File: src/rtl/trg_event_recorder.sv
// Per-trigger ACK recorder: builds {timestamp, ack count, ack mask} records
// and queues them in a show-ahead FIFO for the wishbone slave to drain.
module trg_event_recorder #(
  parameter int unsigned ADDR_W     = 4,
  parameter int unsigned ACK_WINDOW = 32
) (
  input  logic              CLK_42MHZ,
  input  logic              RESET_N,
  input  logic [11:0]       TRG,
  input  logic [11:0]       ACK,
  input  logic [11:0]       TRG_MASK,
  input  logic              EN,
  input  logic              TS_CLR,
  input  logic              RD_REQ,
  input  logic              OVF_CLR,
  output logic [31:0]       RD_DATA,
  output logic              RD_VALID,
  output logic [ADDR_W:0]   FIFO_COUNT,
  output logic              OVERFLOW,
  output logic [7:0]        MISSED
);

  localparam int unsigned DEPTH = 1 << ADDR_W;
  localparam int unsigned CNT_W = ADDR_W + 1;

  typedef enum logic [1:0] {
    ST_IDLE    = 2'd0,
    ST_COLLECT = 2'd1,
    ST_WRITE   = 2'd2
  } state_t;

  state_t              state, state_n;
  logic [15:0]         ts;
  logic [11:0]         trg_q;
  logic                hit;
  logic [15:0]         ts_cap;
  logic [11:0]         ack_acc;
  logic [7:0]          win;
  logic                start_rec, collect_en, push, miss_inc;
  logic [31:0]         push_data;

  logic [31:0]         mem [DEPTH];
  logic [ADDR_W-1:0]   wr_ptr, rd_ptr;
  logic                pop, full, wr_en, drop;
  logic [CNT_W-1:0]    count_n;
  logic [31:0]         head_n;

  // Rising edge of any enabled trigger line
  always_comb hit = |((TRG & TRG_MASK) & ~trg_q);

  // Free-running timestamp and trigger history
  always_ff @(posedge CLK_42MHZ or negedge RESET_N) begin
    if (!RESET_N) begin
      ts    <= '0;
      trg_q <= '0;
    end else begin
      ts    <= TS_CLR ? 16'd0 : ts + 16'd1;
      trg_q <= TRG;
    end
  end

  // FSM state register
  always_ff @(posedge CLK_42MHZ or negedge RESET_N) begin
    if (!RESET_N) state <= ST_IDLE;
    else          state <= state_n;
  end

  // FSM next state and control strobes; the detect cycle is the first ACK sample
  always_comb begin
    state_n    = state;
    start_rec  = 1'b0;
    collect_en = 1'b0;
    push       = 1'b0;
    miss_inc   = 1'b0;
    case (state)
      ST_IDLE: begin
        if (hit && EN) begin
          start_rec = 1'b1;
          state_n   = ST_COLLECT;
        end
      end
      ST_COLLECT: begin
        miss_inc = hit;
        if (win == 8'(ACK_WINDOW)) state_n = ST_WRITE;
        else                       collect_en = 1'b1;
      end
      ST_WRITE: begin
        miss_inc = hit;
        push     = 1'b1;
        state_n  = ST_IDLE;
      end
      default: state_n = ST_IDLE;
    endcase
  end

  // Record capture and ACK accumulation
  always_ff @(posedge CLK_42MHZ or negedge RESET_N) begin
    if (!RESET_N) begin
      ts_cap  <= '0;
      ack_acc <= '0;
      win     <= '0;
    end else if (start_rec) begin
      ts_cap  <= ts;
      ack_acc <= ACK & TRG_MASK;
      win     <= 8'd1;
    end else if (collect_en) begin
      ack_acc <= ack_acc | (ACK & TRG_MASK);
      win     <= win + 8'd1;
    end
  end

  always_comb push_data = {ts_cap, 4'($countones(ack_acc)), ack_acc};

  // FIFO control and next registered head (show-ahead)
  always_comb begin
    pop   = RD_REQ && (FIFO_COUNT != '0);
    full  = (FIFO_COUNT == CNT_W'(DEPTH));
    wr_en = push && (!full || pop);
    drop  = push && full && !pop;
    case ({wr_en, pop})
      2'b10:   count_n = FIFO_COUNT + CNT_W'(1);
      2'b01:   count_n = FIFO_COUNT - CNT_W'(1);
      default: count_n = FIFO_COUNT;
    endcase
    if (count_n == '0)                head_n = '0;
    else if (pop)                     head_n = (FIFO_COUNT == CNT_W'(1)) ? push_data
                                               : mem[rd_ptr + ADDR_W'(1)];
    else if (FIFO_COUNT == '0)        head_n = push_data;
    else                              head_n = RD_DATA;
  end

  // Record storage
  always_ff @(posedge CLK_42MHZ) begin
    if (wr_en) mem[wr_ptr] <= push_data;
  end

  // FIFO pointers, count and registered head
  always_ff @(posedge CLK_42MHZ or negedge RESET_N) begin
    if (!RESET_N) begin
      wr_ptr     <= '0;
      rd_ptr     <= '0;
      FIFO_COUNT <= '0;
      RD_VALID   <= 1'b0;
      RD_DATA    <= '0;
    end else begin
      if (wr_en) wr_ptr <= wr_ptr + ADDR_W'(1);
      if (pop)   rd_ptr <= rd_ptr + ADDR_W'(1);
      FIFO_COUNT <= count_n;
      RD_VALID   <= (count_n != '0);
      RD_DATA    <= head_n;
    end
  end

  // Sticky overflow and saturating missed-trigger count; new events beat clear
  always_ff @(posedge CLK_42MHZ or negedge RESET_N) begin
    if (!RESET_N) begin
      OVERFLOW <= 1'b0;
      MISSED   <= '0;
    end else begin
      if (drop)         OVERFLOW <= 1'b1;
      else if (OVF_CLR) OVERFLOW <= 1'b0;
      if (OVF_CLR)                          MISSED <= miss_inc ? 8'd1 : 8'd0;
      else if (miss_inc && MISSED != 8'hFF) MISSED <= MISSED + 8'd1;
    end
  end

endmodule

File: config.mk
export PLATFORM = sky130hd
export DESIGN_NAME = trg_event_recorder
export DESIGN_NICKNAME = d
export VERILOG_FILES = /design/src/rtl/trg_event_recorder.sv
export SDC_FILE = /design/constraint.sdc
export NUM_CORES = 1
export LEC_CHECK = 0
export CAP_MARGIN = 5
export CORE_UTILIZATION = 55
export DETAILED_ROUTE_END_ITERATION = 12
export HOLD_SLACK_MARGIN = 0.03
export PLACE_DENSITY = 0.85
export SYNTH_ARGS = -nofsm -noshare
export SYNTH_HDL_FRONTEND = slang
export SYNTH_SLANG_ARGS = --single-unit
File: constraint.sdc
create_clock -name CLK_42MHZ -period 4.2 [get_ports CLK_42MHZ]
set_input_delay 0.42 -clock CLK_42MHZ [delete_from_list [all_inputs] [get_ports CLK_42MHZ]]
set_output_delay 0.42 -clock CLK_42MHZ [all_outputs]
set_load 0.03 [all_outputs]
Word-level counts from Yosys, hierarchy flattened --
Memory sizes are Yosys's and may differ from the RTL's. Index checks and enable logic that the tools add are counted.
Word-level totals: output and inout port bits 47, input bits 42, word-level logic and storage cells 94, bits in registers 121, RAM bits 512, bits in latches 0, ROM bits 0, memories 1
Operators by class: shift operators 0, bitwise operators 5, add/sub/neg operators 18, multipliers 0, reductions and logical operators 21, divide/modulo/power cells 0, equal/unequal tests 10, muxes and demuxes 26, order comparisons 0
Memory list:
- mem | words 16, bits a word 32, read ports 1, clocked after memory_dff 0, wr ports 1, RTL line 42 | logic [31:0] mem [DEPTH];
Operators by type and width (number):
- 2-to-1 mux 32 bit | 4
- AND 12 bit | 3
- 2-to-1 mux 8 bit | 4
- 2-to-1 mux 12 bit | 2
- adder 16 x 1 -> 16 bit (second input constant) | 1
- adder 8 x 1 -> 8 bit (second input constant) | 2
- 2-to-1 mux 16 bit | 1
- adder 1 x 1 -> 2 bit | 6
- inverter 12 bit | 1
- bitwise OR 12 bit | 1
- OR reduction 12 bit | 1
- 2-to-1 mux 1 bit | 11
- zero test 5 bit | 2
- one-hot mux 5 bit (2 select lines) | 1
- nonzero test 5 bit | 2
- adder 2 x 2 -> 3 bit | 3
- adder 4 x 1 -> 4 bit (second input constant) | 2
- == test 8 x 6 -> 1 bit (second input constant) | 1
- != test 8 bit (second input constant) | 1
- logical AND 1 bit | 6
- nonzero test 2 bit | 3
- adder 5 x 1 -> 5 bit (second input constant) | 1
- == test 5 x 1 -> 1 bit (second input constant) | 1
- == test 5 bit (second input constant) | 1
- other kinds (14) | 19

Longest topological paths before layout --
Gate-level depths: netlist (run 1).
depth after elaboration 8, gate-level depth with buffers 14

Worst setup path before layout (run 1) --
Ideal clock, no wire load.
kind flip-flop to flip-flop, start register ack_acc[0], end register RD_DATA[14], setup slack -137 ps, path buffers 0, cell stages (with the launch flop) 12, arrival 4212 ps, required time 4075 ps, cells stage by stage dfrtp_1 inv_1 fa_1 fa_1 fa_1 fa_1 inv_1 ha_1 fa_1 xor2_1 o22ai_1 a2111oi_0
On the way: longest elaborated chain between the ends 7, elaborated cells between the ends (all ways) 8, classes of those cells 4 x add/sub; 4 x mux
Ends and longest elaborated chain:
- start: declaration | RTL line 37 | logic [11:0] ack_acc;
- start signal: assignment | RTL line 104 | ack_acc <= ACK & TRG_MASK;
- start signal: assignment | RTL line 107 | ack_acc <= ack_acc | (ACK & TRG_MASK);
- adder 1 x 1 -> 2 bit (not written as such) (*) | RTL line 112 | always_comb push_data = {ts_cap, 4'($countones(ack_acc)), ack_acc};
- adder 2 x 2 -> 3 bit (not written as such) (*) | RTL line 112
- adder 3 x 3 -> 4 bit (not written as such) (*) | RTL line 112
- adder 4 x 3 -> 4 bit (not written as such) (*) | RTL line 112
- net push_data[14] | RTL line 40 | logic [31:0] push_data;
- 2-to-1 mux 32 bit, on equally long branches | RTL line 128, 126
- 2-to-1 mux 32 bit (*) | RTL line 126 | else if (pop) head_n = (FIFO_COUNT == CNT_W'(1)) ? push_data
- 2-to-1 mux 32 bit (*) | RTL line 125 | if (count_n == '0) head_n = '0;
- end signal: assignment | RTL line 150 | RD_DATA <= head_n;
- end: declaration | RTL line 16 | output logic [31:0] RD_DATA,
Mark *: on every way through the listed nets, which the timed path passes. The rest lies on a longest branch. The select of a mux whose other input is x is not followed. A chain may end at the register's enable or synchronous reset.

Worst setup path in the final report (run 1) --
start register ack_acc[5], end register RD_DATA[14]
Same word-level chain as after synthesis.

==> results.ini, run 1 <==
[min_path]
hp-start=TRG[7]
min_path_type=primary input to register

[layout]
layout_common_cells=512 x edfxtp_1, 128 x mux4_2, 120 x dfrtp_1, 98 x nand2_1, 87 x clkdlybuf4s50_1
fin_nets=1534
fillers=2817
drive_gt1_share_pct=21.2
utilization_pct=65.1
diodes=0
areaGrowthSynthToFinish_pct=15.4
layout_commonest_cell=edfxtp_1

[routing]
drt-met1-wl_microns=21900
met3_length_microns=5530
route.met2.wl_microns=30100
wire_per_inst_microns=28.2
dr.pass1.iters=6
drc_errors=0
topRoutingLayerUsed=met5
viasPerCell=6.48
drt-total-wl_microns=59400
antenna_left=0
drtIter0Drc=1637
via_count=13644

[floorplan]
fp.coreArea_sq_um=44600
pin_count=89
die_w_microns=216
rows=77
start_util_pct=56.4
die_h_microns=216
fp.dieArea_sq_um=46600

[synth]
syn_area_sq_um=25100
synth_flop_cell=edfxtp_1
yosysUniqueCellTypes=56
synth_edf_count=512
yosysTopAreaCellShare_pct=61.2
ys_seq_area_share_pct=73.2
synth_area_per_cell_sq_um=18.8
ys_warn_count=0
yosys.area.top_type=edfxtp_1
postSynthRegisterBits=633
synthCells=1339
syn_nets=1410
async_flop_share_pct=19.1
yosys-top-cells-area=edfxtp_1 61%, dfrtp_1 12%, mux4_2 11%

[sta]
fmax_mhz=246
whs_ps=280
min_period_over_period_pct=96.8
worst_pin_slew_ps=1180
layout_setup_ws_ps=135
clock_skew_ps=18.1
grt_setup_unrepaired=false
slew_headroom_pct=21.0
finalSetupTns_ps=0
final-hold-violation-count=0
slew_viol_final=0
period_minus_slack_ps=4070
setup_viol=0

[clock_network]
ctsHtreeMaxLevel=2
numCtsBuffers=60
insertion_delay_ps=620
cts_setup_buffers=0
cts_sinks=633
cts_root_buffer=clkbuf_16
clk_pin_slew_worst_paths_ps=60
clockBufferDepth=3
cts_tree=done

[grt]
antenna_found_initial=1
grt.overflow.total=0
grt_pass1_vias=14351
grt_max_degree=84
grt_pass1_wl_microns=89300
grt_usage_pct=26.3

[critical_path]
criticalPathCategory=register to register
worstPathArrival_ps=4550
rr_startpoint=ack_acc[5]
critPathRequiredTime_ps=4690
startpoint=ack_acc[5]
cp-end-kind=register
worstPathMaxFanout=2
startpoint_type=register

[placement]
place.gp.congestion=0.784
numPortBuffers=88
dp_hpwl_microns=30900
dp_slack_ps=87.0

[flow_run]
cap_violations=0

[power_and_ir_drop]
clkPwrFrac_pct=21.7
p_sw_share_pct=35.6
pwr-share-comb_pct=39.3
internal_power_mw=16.0
p_leak_nw=10.2
p_switching_mw=8.81
seq_power_share_pct=39.0
ir_drop_mv=0.820
power_density_nw_per_um2=854

[outcome]
status=finished, final reports clean

[per-layer routing]
metal / GRT usage, % / up-vias
met3: 4.67 / 129
met5: 0 / -
met4: 9.86 / 2
li1: - / 5610
met1: 34.8 / 7098
met2: 43.9 / 805
[kinds of logic after synthesis]
family	after synthesis	share of synthesized area [%]
flip-flops	633	73.2
AND/OR/NAND/NOR	245	5.03
multiplexers	177	13.5
AO/OA/AOI/OAI	125	3.93
buffers and inverters	103	1.75
adder cells (fa/ha/maj)	29	1.65
XOR/XNOR	27	0.941
[power by group through the flow]
stage / Combinational [mW] / Sequential, mW / Clock [mW]
final: 9.74 / 9.66 / 5.38
after global routing: 10.4 / 9.72 / 5.65
after CTS: 9.79 / 9.68 / 5.42
after detailed placement: 9.55 / 9.79 / 0
after global placement: 9.04 / 9.74 / 0
after floorplan: 6.14 / 9.81 / 0
[synth_stat cells, drive strengths merged, types with 3 or more instances]
cell	instances
a21o	3
a21oi	8
a22oi	3
a32o	42
and3	6
buf	22
clkbuf	46
dfrtp	121
edfxtp	512
fa	7
ha	22
inv	35
mux2	15
mux2i	34
mux4	128
nand2	98
nand3	9
nand3b	12
nand4	12
nor2	46
nor2b	6
nor3	35
o21ai	11
o22ai	32
o31ai	6
o41ai	3
or3	7
xnor2	11
xor2	16
[worst max-delay path, cell delays in order (launching register included)]
cell       delay (ps)
dfrtp_1           430
fa_1              550
inv_1              60
fa_1              520
fa_1              430
fa_1              490
inv_1              40
ha_1              230
fa_1              510
xor2_2            210
o22ai_1           120
a2111oi_2         360
[registers in the layout, indices dropped and copies added (netlist names)]
signal      cells
FIFO_COUNT      5
MISSED          8
OVERFLOW        1
RD_DATA        32
RD_VALID        1
ack_acc        12
mem           512
rd_ptr          4
state           2
trg_q          12
ts             16
ts_cap         16
win             8
wr_ptr          4
[repair_timing]
action,CTS,global route
hold buffers,1,0
endpoints found under the hold margin,73,0
gates resized for setup,2,0
setup endpoints to repair,1,1
pin swaps,0,2
[path summary, 6_finish.rpt]
path                               endpoint  slack, ps  depth (start not counted)
worst max-delay path            RD_DATA[14]        130                         11
worst min-delay path               trg_q[7]        280                          1
worst max register to register  RD_DATA[14]        130                         11
worst min register to register    rd_ptr[3]        490                          1
max in group asynchronous          RD_VALID       2840                          3
min in group asynchronous       RD_DATA[12]        450                          2
[metrics by stage]
stage                     cells  instance area [sq um]  power (mW)
after CTS                  2105                  29000        24.9
after floorplan            1339                  25200        15.9
final                      2105                  29000        24.8
after global placement     1992                  27100        18.8
after detailed placement   1992                  27100        19.3
after global routing       2105                  29000        25.7
[cell type report]
class	instances	area [sq um]	share of cell area [%]
flip-flops and latches	633	18400	63.4
multi-input cells	603	6510	22.4
clock buffers	89	1700	5.86
repair buffers	130	1290	4.44
well taps	592	741	2.55
clock inverters	23	245	0.845
inverters	35	131	0.453
Power figures use the tool's default switching activity.
==> run 2, diff against run 1 <==
ABC_CLOCK_PERIOD_IN_PS = 4200   (was unset)
==> results of run 2 <==
Final layout, timing and power as in run 1 (identical DEF).
==> run 3, diff against run 2 <==
CORE_MARGIN = 4   (was unset)
==> run 3 against run 2 <==
  * Critical endpoint unchanged
  * Highest routed layer is now met4
  * Die area increased by 5.6%
  * First-iteration DRC count increased by 9.5%
  * Core utilization decreased by 0.55 points
  * Sequential cell count unchanged
  * Maximum frequency decreased by 1.3%
  * Routed wire length increased by 2.8%
  * Via count increased by 1.9%
==> results.ini, run 3 (synthesized netlist as in run 1, its figures left out) <==
[sta]
fmax_mhz=243
period_minus_slack_ps=4120
final-hold-violation-count=0
layout_setup_ws_ps=79.4
slew_viol_final=0
slew_headroom_pct=15.2
worst_pin_slew_ps=1270
min_period_over_period_pct=98.1
clock_skew_ps=21.1
setup_viol=0
finalSetupTns_ps=0

[critical_path]
path_delay_family=adder cells
crit_path_top_delay_cell=fa_1
worst-path-buf-inv=2
max_stage_delay_ps=550
crit_path_frequent_cell=fa_1
critPathRequiredTime_ps=4680
r2r_end=RD_DATA[14]
worstPathMaxFanout=2
rr_startpoint=ack_acc[5]
cp_cell_sequence=fa_1 -> inv_1 -> fa_1 -> fa_1 -> fa_1 -> inv_1 -> ha_1 -> fa_2 -> xor2_2 -> o22ai_1 -> a2111oi_2
ff2ff_setup_slack_ps=80
cp.depth=11
cp-end-kind=register
startpoint_type=register
criticalPathCategory=register to register
ff2ff_path_depth=11
worstPathArrival_ps=4600

[power_and_ir_drop]
p_leak_nw=10.4
total_power_mw=25.2
ir_drop_mv=1.22
power_density_nw_per_um2=863

[clock_network]
cts_setup_buffers=0
ctsHtreeMaxLevel=2
clockBufferDepth=3
insertion_delay_ps=630
cts_root_buffer=clkbuf_16
cts_sinks=633
clk_pin_slew_worst_paths_ps=70
cts_tree=done
numCtsBuffers=59

[floorplan]
die_w_microns=222
die_h_microns=222
pin_count=89
fp.dieArea_sq_um=49200
start_util_pct=55.5
rows=78
fp.coreArea_sq_um=45300

[layout]
fillers=2894
areaGrowthSynthToFinish_pct=16.2
layout_common_cells=512 x edfxtp_1, 128 x mux4_2, 120 x dfrtp_1, 98 x nand2_1, 87 x clkdlybuf4s50_1
layout_commonest_cell=edfxtp_1
area.sequential_sq_um=18400
drive_gt1_share_pct=22.5
largest_register_ffs=512
multi_input_area_sq_um=6510
diodes=0
fin_nets=1545
top_regs=mem: 512 flops, RD_DATA: 32 flops
top_register=mem

[grt]
grt_pass1_wl_microns=91700
antenna_found_initial=0
grt_usage_pct=24.7
grt.overflow.total=0
grt_pass1_vias=14842
grt_max_degree=94

[routing]
drtIter0Drc=1792
wire_per_inst_microns=28.8
drt-total-wl_microns=61000
via_count=13898
antenna_left=0
dr.pass1.iters=5
viasPerCell=6.55
drc_errors=0

[placement]
dp_slack_ps=90.0
numPortBuffers=88
dp_hpwl_microns=32900
place.gp.congestion=0.831

[min_path]
hp-start=TRG[11]
hold_path_depth=1
min_path_type=primary input to register
hold_end=trg_q[11]

[outcome]
status=finished, final reports clean

[flow_run]
cap_violations=0

-- run 3: worst register-to-register path, delay by kind of cell (launching register included) --
kind / cells / cell delay [ps]
buffers and inverters: 2 / 110
xor gates and xnor gates: 1 / 210
adders and majority gates: 6 / 2700
DFF: 1 / 400
AOI/OAI and AO/OA: 2 / 590
-- run 3: stage by stage --
| step | hold WS [ps] | instance area, sq um | utilization, % | std cells |
|---|---|---|---|---|
| CTS | 261 | 29200 | 64.5 | 2123 |
| global route | 267 | 29200 | 64.5 | 2123 |
| floorplan | 124 | 25200 | - | 1339 |
| global placement | 465 | 27200 | 60.0 | 2012 |
| finish | 280 | 29200 | 64.5 | 2123 |
| detailed placement | 480 | 27200 | 60.0 | 2012 |
-- run 3: cell type report --
class,count,area share [%]
flip-flops and latches,633,63.0
multi-input cells,603,22.3
clock buffers,81,5.79
repair buffers,142,4.80
well taps,600,2.57
clock inverters,29,1.09
inverters,35,0.450
-- run 3: repair_timing --
item,in CTS,in global routing
hold buffers,1,0
pin swaps,1,2
resized for setup,2,1
hold endpoints to repair,88,0
endpoints found under the setup margin,1,1
-- run 3: routing by layer --
metal	GRT usage, %	up-vias	routed length (microns)
li1	-	5639	-
met1	32.4	7183	21900
met2	41.6	925	30800
met3	5.14	151	6100
met4	8.80	0	2250
met5	0	-	0
-- run 3: power by group --
part | internal (mW) | switching, mW | total [mW]
Clock | 3.23 | 2.29 | 5.53
Sequential | 9.07 | 0.558 | 9.63
Combinational | 3.91 | 6.14 | 10.0
Total | 16.2 | 8.98 | 25.2
-- run 3: worst max-delay path by stage --
stage / from / endpoint
after floorplan: ack_acc[0] / RD_DATA[14]
after global placement: ack_acc[5] / RD_DATA[14]
after detailed placement: ack_acc[5] / RD_DATA[14]
after CTS: ack_acc[5] / RD_DATA[14]
after global routing: ack_acc[5] / RD_DATA[14]
final: ack_acc[5] / RD_DATA[14]
==> patch (config.mk and constraints of run 2) <==
Take the reset off `RD_DATA` and load it in a clocked block of its own.
--- a/src/rtl/trg_event_recorder.sv
+++ b/src/rtl/trg_event_recorder.sv
@@ -141,14 +141,16 @@
       rd_ptr     <= '0;
       FIFO_COUNT <= '0;
       RD_VALID   <= 1'b0;
-      RD_DATA    <= '0;
     end else begin
       if (wr_en) wr_ptr <= wr_ptr + ADDR_W'(1);
       if (pop)   rd_ptr <= rd_ptr + ADDR_W'(1);
       FIFO_COUNT <= count_n;
       RD_VALID   <= (count_n != '0);
-      RD_DATA    <= head_n;
     end
+  end
+
+  always_ff @(posedge CLK_42MHZ) begin
+    RD_DATA <= head_n;
   end
 
   // Sticky overflow and saturating missed-trigger count; new events beat clear
Formal check against the unedited RTL: no difference found for any inputs over 10 cycles, from zero or initial values and one cycle with RESET_N low; that may be too few to reach the edited logic, so the function may still have changed.
==> patch against run 2 <==
Sequential cell count is the same. Synthesized area shrank 0.70%. Setup slack gained 0.066 ns. Core utilization shrank 0.25 points. Non-clock buffer count grew 5. Power shrank 1.1%. Sequential power shrank 1%. Global-route usage shrank 0.84 points. Maximum frequency grew 1.7%. Routed wire length shrank 2.8%. Cell count grew 0.43%. Cell area shrank 0.60%. Largest power group is now sequential cells.
==> patch: results <==
[outcome]
status = complete, no violations

[power]
irDropWorstVdd_uv = 798

[drt]
first_pass_iters = 5

[finish]
syn2layout_area_growth_pct = 15.5
inverters_excl_clock = 32
nClkBuffers = 77
drive_above_1_share = 0.213
nets = 1544
ff_latch_area_um2 = 18200
buffers = 135
clk_share = 0.0685
multi_input_gates = 613
n_fill_cell = 2820

[sta]
max_freq_mhz = 250
tightest_slew_ns = 1.00

[clock_network]
cts_resized = 0

[logic_synthesis]
ys_async_sr_fraction = 0.141
synthTopCellsByArea = edfxtp_1, mux4_2, dfrtp_1
synth_fp_nets = 1419
ys_top_cells_by_count = edfxtp_1, mux4_2, nand2_1

[global_route]
grt_max_degree = 116
antenna_found_initial = 0
grt_usage = 0.254
grt_pass1_wl_um = 86700

[placement]
placed_cell_area_um2 = 26900
place.gp.congestion = 0.822

[worst_setup_path]
crit_fanout = 17
r2r_slack_ns = 0.20
worstPathArrival_ns = 4.52
crit_slowest_cell = fa_2
==> patch: cell count changes after synthesis, sizes merged, moves of 5 or more <==
cell / run 2 / this run
buf: 22 / 35
o31ai: 6 / 0
dfrtp: 121 / 89
a21oi: 8 / 15
dfxtp: 0 / 32
nor3b: 0 / 5
mux2: 15 / 21
clkbuf: 46 / 35
==> patch: routing by layer <==
layer / vias to the layer above / part of all wire / track usage
met1: 6927 / 0.36 / 0.338
met4: 0 / 0.035 / 0.103
li1: 5610 / - / -
met5: - / 0 / 0
met2: 822 / 0.50 / 0.422
met3: 158 / 0.096 / 0.0436
==> patch: logic make-up after synthesis <==
kind of cell | Yosys count | share of synthesized area
fa+ha+maj | 29 | 0.0166
mux | 182 | 0.138
xor+xnor | 27 | 0.0102
simple gates | 255 | 0.0484
buf+inv | 102 | 0.0187
compound gates | 120 | 0.0370
flops | 633 | 0.731
==> patch: where the power goes <==
part	leakage (µW)	total, µW	internal (µW)	switching, µW
sequential	0.00613	9560	8940	615
combinational	0.00285	9560	3870	5690
clock	0.000966	5410	3110	2290
total	0.00995	24500	15900	8590
==> patch: final timing paths <==
kind / start / cells after the start / end
setup / recovery: ack_acc[5] / 10 / RD_DATA[13]
hold / removal: TRG[6] / 1 / trg_q[6]
setup reg to reg: ack_acc[5] / 10 / RD_DATA[13]
hold reg to reg: ts[0] / 1 / ts[0]
max in group asynchronous: RESET_N / 3 / ts[2]
min in group asynchronous: RESET_N / 2 / ts_cap[11]
==> patch: stage by stage <==
stage	instances	total power (µW)	hold WS (ns)
floorplan	1348	15800	0.124
detailed placement	2004	18600	0.493
finish	2114	24500	0.278
global placement	2004	18300	0.478
global route	2114	25400	0.265
CTS	2114	24100	0.256
